--- src/rtl/lc3b_data_mem_responder.sv ---
// Data-memory responder for the LC-3b pipeline: word-addressed 16-bit store with
// byte-enabled writes, answering each request after LATENCY cycles with a resp pulse.
module lc3b_data_mem_responder #(
   parameter int unsigned ADDR_BITS = 8,
   parameter int unsigned LATENCY   = 3
) (
   input  logic        clk,
   input  logic        reset,
   input  logic        mem_read,
   input  logic        mem_write,
   input  logic [1:0]  mem_byte_enable,
   input  logic [15:0] mem_address,
   input  logic [15:0] mem_wdata,
   output logic        mem_resp,
   output logic [15:0] mem_rdata,
   output logic        mem_err
);

   localparam int unsigned DEPTH = 2 ** ADDR_BITS;
   localparam int unsigned CNT_W = 4;
   localparam int unsigned IDX_W = ADDR_BITS;

   typedef enum logic [1:0] {IDLE, BUSY, RESP} state_e;

   state_e             state_q, state_d;
   logic [CNT_W-1:0]   cnt_q, cnt_d;
   logic               rd_q, rd_d;
   logic               wr_q, wr_d;
   logic [1:0]         be_q, be_d;
   logic [IDX_W-1:0]   idx_q, idx_d;
   logic [15:0]        wdata_q, wdata_d;
   logic               resp_q, resp_d;
   logic [15:0]        rdata_q, rdata_d;
   logic               err_q, err_d;

   logic [15:0]        store [DEPTH];

   // Operation selected for the edge that enters RESP (live inputs when LATENCY=1)
   logic               enter_resp_c;
   logic               op_rd_c, op_wr_c;
   logic [1:0]         op_be_c;
   logic [IDX_W-1:0]   op_idx_c;
   logic [15:0]        op_wdata_c;
   logic               wr_en_c;

   logic [IDX_W-1:0]   in_idx_c;
   logic               unused_addr_c;

   assign in_idx_c      = mem_address[ADDR_BITS:1];
   assign unused_addr_c = ^{mem_address[15:ADDR_BITS+1], mem_address[0]};

   always_comb begin
      state_d      = state_q;
      cnt_d        = cnt_q;
      rd_d         = rd_q;
      wr_d         = wr_q;
      be_d         = be_q;
      idx_d        = idx_q;
      wdata_d      = wdata_q;
      resp_d       = 1'b0;
      err_d        = 1'b0;
      rdata_d      = rdata_q;
      enter_resp_c = 1'b0;
      op_rd_c      = rd_q;
      op_wr_c      = wr_q;
      op_be_c      = be_q;
      op_idx_c     = idx_q;
      op_wdata_c   = wdata_q;
      wr_en_c      = 1'b0;

      case (state_q)
         IDLE: begin
            if (mem_read || mem_write) begin
               rd_d    = mem_read;
               wr_d    = mem_write;
               be_d    = mem_byte_enable;
               idx_d   = in_idx_c;
               wdata_d = mem_wdata;
               cnt_d   = CNT_W'(LATENCY - 1);
               if (LATENCY == 1) begin
                  state_d      = RESP;
                  enter_resp_c = 1'b1;
                  op_rd_c      = mem_read;
                  op_wr_c      = mem_write;
                  op_be_c      = mem_byte_enable;
                  op_idx_c     = in_idx_c;
                  op_wdata_c   = mem_wdata;
               end else begin
                  state_d = BUSY;
               end
            end
         end
         BUSY: begin
            cnt_d = cnt_q - CNT_W'(1);
            if (cnt_q == CNT_W'(1)) begin
               state_d      = RESP;
               enter_resp_c = 1'b1;
            end
         end
         RESP: begin
            state_d = IDLE;
         end
         default: begin
            state_d = IDLE;
         end
      endcase

      // Read+write together is a protocol error and is served as a plain read
      if (enter_resp_c) begin
         resp_d = 1'b1;
         err_d  = op_rd_c && op_wr_c;
         if (op_rd_c) begin
            rdata_d = store[op_idx_c];
         end else begin
            wr_en_c = op_wr_c;
         end
      end
   end

   always_ff @(posedge clk or posedge reset) begin
      if (reset) begin
         state_q <= IDLE;
         cnt_q   <= '0;
         rd_q    <= 1'b0;
         wr_q    <= 1'b0;
         be_q    <= 2'b00;
         idx_q   <= '0;
         wdata_q <= 16'h0000;
         resp_q  <= 1'b0;
         rdata_q <= 16'h0000;
         err_q   <= 1'b0;
      end else begin
         state_q <= state_d;
         cnt_q   <= cnt_d;
         rd_q    <= rd_d;
         wr_q    <= wr_d;
         be_q    <= be_d;
         idx_q   <= idx_d;
         wdata_q <= wdata_d;
         resp_q  <= resp_d;
         rdata_q <= rdata_d;
         err_q   <= err_d;
      end
   end

   // Store is never reset; writes are suppressed while reset is held
   always_ff @(posedge clk) begin
      if (wr_en_c && !reset) begin
         if (op_be_c[0]) store[op_idx_c][7:0]  <= op_wdata_c[7:0];
         if (op_be_c[1]) store[op_idx_c][15:8] <= op_wdata_c[15:8];
      end
   end

   assign mem_resp  = resp_q;
   assign mem_rdata = rdata_q;
   assign mem_err   = err_q;

endmodule
--- config.mk ---
export PLATFORM = sky130hd
export DESIGN_NAME = lc3b_data_mem_responder
export DESIGN_NICKNAME = d
export VERILOG_FILES = /design/src/rtl/lc3b_data_mem_responder.sv
export SDC_FILE = /design/constraint.sdc
export NUM_CORES = 2
export LEC_CHECK = 0
export ABC_AREA = 0
export ABC_CLOCK_PERIOD_IN_PS = 9100
export BUFFER_PORTS_ARGS = -buffer_cell sky130_fd_sc_hd__clkbuf_2
export CAP_MARGIN = 20
export CORE_ASPECT_RATIO = 0.6
export CORE_MARGIN = 10
export CORE_UTILIZATION = 50
export DETAILED_ROUTE_END_ITERATION = 16
export PLACE_DENSITY = 0.65
export REMOVE_ABC_BUFFERS = 1
export SKIP_CTS_REPAIR_TIMING = 1
export SLEW_MARGIN = 15
export SYNTH_ARGS = -nofsm -noshare
export SYNTH_HDL_FRONTEND = slang
export SYNTH_SLANG_ARGS = --single-unit
--- constraint.sdc ---
create_clock -name clk -period 9.1 [get_ports clk]
set_input_delay 0.455 -clock clk [delete_from_list [all_inputs] [get_ports clk]]
set_output_delay 0.455 -clock clk [all_outputs]
set_load 0.05 [all_outputs]
==> metrics.txt <==
TritonCTS Buffers 362; Syn-to-layout area delta 10.4%; post-route minimum period 5480 ps; most frequent cells in the layout edfxtp_1, mux4_2, nor2_1; drc violations 0; Worst Max-Slew Pin Slew 1180 ps; crit share post-route 0.603; worst flop-to-flop path endpoint mem_rdata[3]; DR top layer met5; worst-path maximum fanout 47; Slew Limit Fails 0; Final Hold Fails 0; Nets 7663; share of cells above drive strength 1 0.229; crit end category flop; maximum clock path buffer count 4; clk_lat worst skew 920 ps; Setup TNS Final 0 ps; setup violators final 0; achievable frequency 182 MHz; Cell Area, Synth 0.161 sq mm; Worst path slowest cell o41ai_1; commonest non-fill, non-tap cell in the layout edfxtp_1; DR vias/cell 6.60; antenna violations before repair 21; final RePlAce weighted congestion 0.820; routed wl met2 184 mm; Starting Density 0.502; WL met1 179 mm; peak supply drop 0.256 mV; WP data arrival 6300 ps; LEAKAGE 54.6 nW; DIE AREA 0.345 sq mm; sequential area share after synthesis 0.774; antenna viol nets, final 0; PortBufs 47; fillers 23500; Final Skew 54.8 ps; cell area power density 321 mW/mm^2; final wirelength 432 mm; count of cell types in the netlist 66; grt total ovfl 0; first-pass GRT wire length 605 mm; Clock Power Share 0.269; status completed; Die Ht 459 um; pin count of the biggest net entering global routing 258; Max-cap violations 0; Final Cell Area 0.177 sq mm; Post-synth ARST share 0.0125; R2R Path Start idx_q[0]; Psw 19.2 mW; Core ar. 0.320 sq mm; Starting DRT DRC Count 12700; Post-DP Area 0.165 sq mm; drt pass-1 iters 6; Logic pwr share 0.295; top_reg_cell synth edfxtp_1; TritonCTS clock tree built; clk root buf clkbuf_16; R2R depth 8; Top-Level Pins 56; DR vias 80400; row count 161; vias in the first global route 77300; Seq cells post-synth 4148; RSZ-0062 raised after global routing no; Detail Placement HPWL 258 mm; R2R setup slack 3620 ps; CP Class flop to flop; Synth Instances 7476; Cell Int Power 37.7 mW; Sink Count 4148; H-tree depth 5; crit start category flop; Post-synth EDFFs 4096; Chip Width 752 um; WL/cell 35.5 um; cell breakdown of the critical path buf_4, buf_4, mux4_2, o22ai_1, o41ai_1, o2111ai_1, nand2b_1, a31oi_1; routed length on met3 59.5 mm; Synth Warn # 0; cell repeated most along the worst path buf_4; sw frac 0.337; Syn Area/Cell 21.5 sq um; GRT Total Usage 0.246; Req. time, crit path 9910 ps; Tightest Hold Check Type input pin to async pin; slowest stage delay, CP 1070 ps; Reg clk slew, reported paths 70 ps; Hold WS 142 ps; Slew headroom 0.202; Seq pwr share 0.436
how the worst max path moves through the flow:
stage / cells after the start / slack (ps) / endpoint / from
floorplan: 4 / -30580 / store[201][0] / idx_q[0]
global placement: 8 / 3730 / mem_rdata[3] / idx_q[0]
global route: 8 / 3470 / mem_rdata[3] / idx_q[0]
CTS: 8 / 3730 / mem_rdata[3] / idx_q[0]
detailed placement: 8 / 3740 / mem_rdata[3] / idx_q[0]
finish: 8 / 3620 / mem_rdata[3] / idx_q[0]
power groups by stage:
| stage | clock network (mW) | logic (mW) | registers (mW) |
|---|---|---|---|
| 2_1_floorplan | 0 | 9.37 | 27.1 |
| 5_1_grt | 16.2 | 17.5 | 24.8 |
| 3_5_place_dp | 0 | 16.5 | 25.2 |
| 3_3_place_gp | 0 | 16.3 | 25.1 |
| 4_1_cts | 15.4 | 16.6 | 24.8 |
| 6_report | 15.3 | 16.8 | 24.8 |
per-stage QoR:
step	util	power, mW	worst slack [ps]	std cells
floorplan	-	36.4	-30580	7013
global placement	0.516	41.4	3730	11500
detailed placement	0.517	41.8	3740	11500
CTS	0.552	56.8	3730	12100
global route	0.554	58.6	3470	12200
finish	0.554	57.0	3620	12200
cell type report:
type | instances | area [sq um] | area share
Sequential cell | 4148 | 124000 | 0.701
Multi-Input combinational cell | 2858 | 34100 | 0.192
Clock buffer | 456 | 9550 | 0.0538
Tap cell | 4238 | 5300 | 0.0299
Timing Repair Buffer | 246 | 2060 | 0.0116
Clock inverter | 209 | 1920 | 0.0108
Inverter | 7 | 41.3 | 0.000233
Antenna cell | 10 | 25.0 | 0.000141
Yosys cell counts (all sizes together) (35+ instances only):
| cell | number | area share |
|---|---|---|
| a21oi | 41 | 0.0013 |
| a22oi | 92 | 0.0043 |
| buf | 287 | 0.011 |
| a211oi | 44 | 0.0021 |
| dfrtp | 52 | 0.0081 |
| clkbuf | 176 | 0.0041 |
| o21ai | 35 | 0.0011 |
| mux4 | 1013 | 0.14 |
| a32oi | 61 | 0.0033 |
| nand3 | 60 | 0.0019 |
| o22ai | 84 | 0.0033 |
| mux2i | 286 | 0.018 |
| edfxtp | 4096 | 0.77 |
| nand2 | 318 | 0.0074 |
| nor2 | 556 | 0.013 |
metal layers:
metal	vias to the layer above	track usage
met1	43100	0.381
met2	5142	0.339
li1	31500	-
met5	-	0.000275
met3	582	0.0842
met4	6	0.0523
cell families (layout without fill, tap and decap cells):
| family | after synthesis | in the layout | share of synthesized area |
|---|---|---|---|
| and+or+nand+nor | 1046 | 1046 | 0.0268 |
| other | 0 | 10 | 0 |
| adders and majority gates | 2 | 2 | 0.000156 |
| buffers and inverters | 470 | 918 | 0.0158 |
| DFF | 4148 | 4148 | 0.774 |
| muxes | 1310 | 1310 | 0.161 |
| xor gates and xnor gates | 1 | 1 | 0.0000545 |
| AOI/OAI and AO/OA | 499 | 499 | 0.0228 |
registers in the layout (all words and copies together), names as in the netlist:
signal	cells
mem_err	1
mem_rdata	16
state_q	2
mem_resp	1
op_wdata_c	16
be_q	2
op_rd_c	1
op_wr_c	1
store	4096
idx_q	8
cnt_q	4
critical path, delay by kind of cell, from the launching register on:
family	cells	cell delay, ps
buffers and inverters	2	1530
DFF	1	830
and+or+nand+nor	1	390
AOI/OAI and AO/OA	4	2150
muxes	1	370
Note: power is estimated with default switching activity, not from simulation.
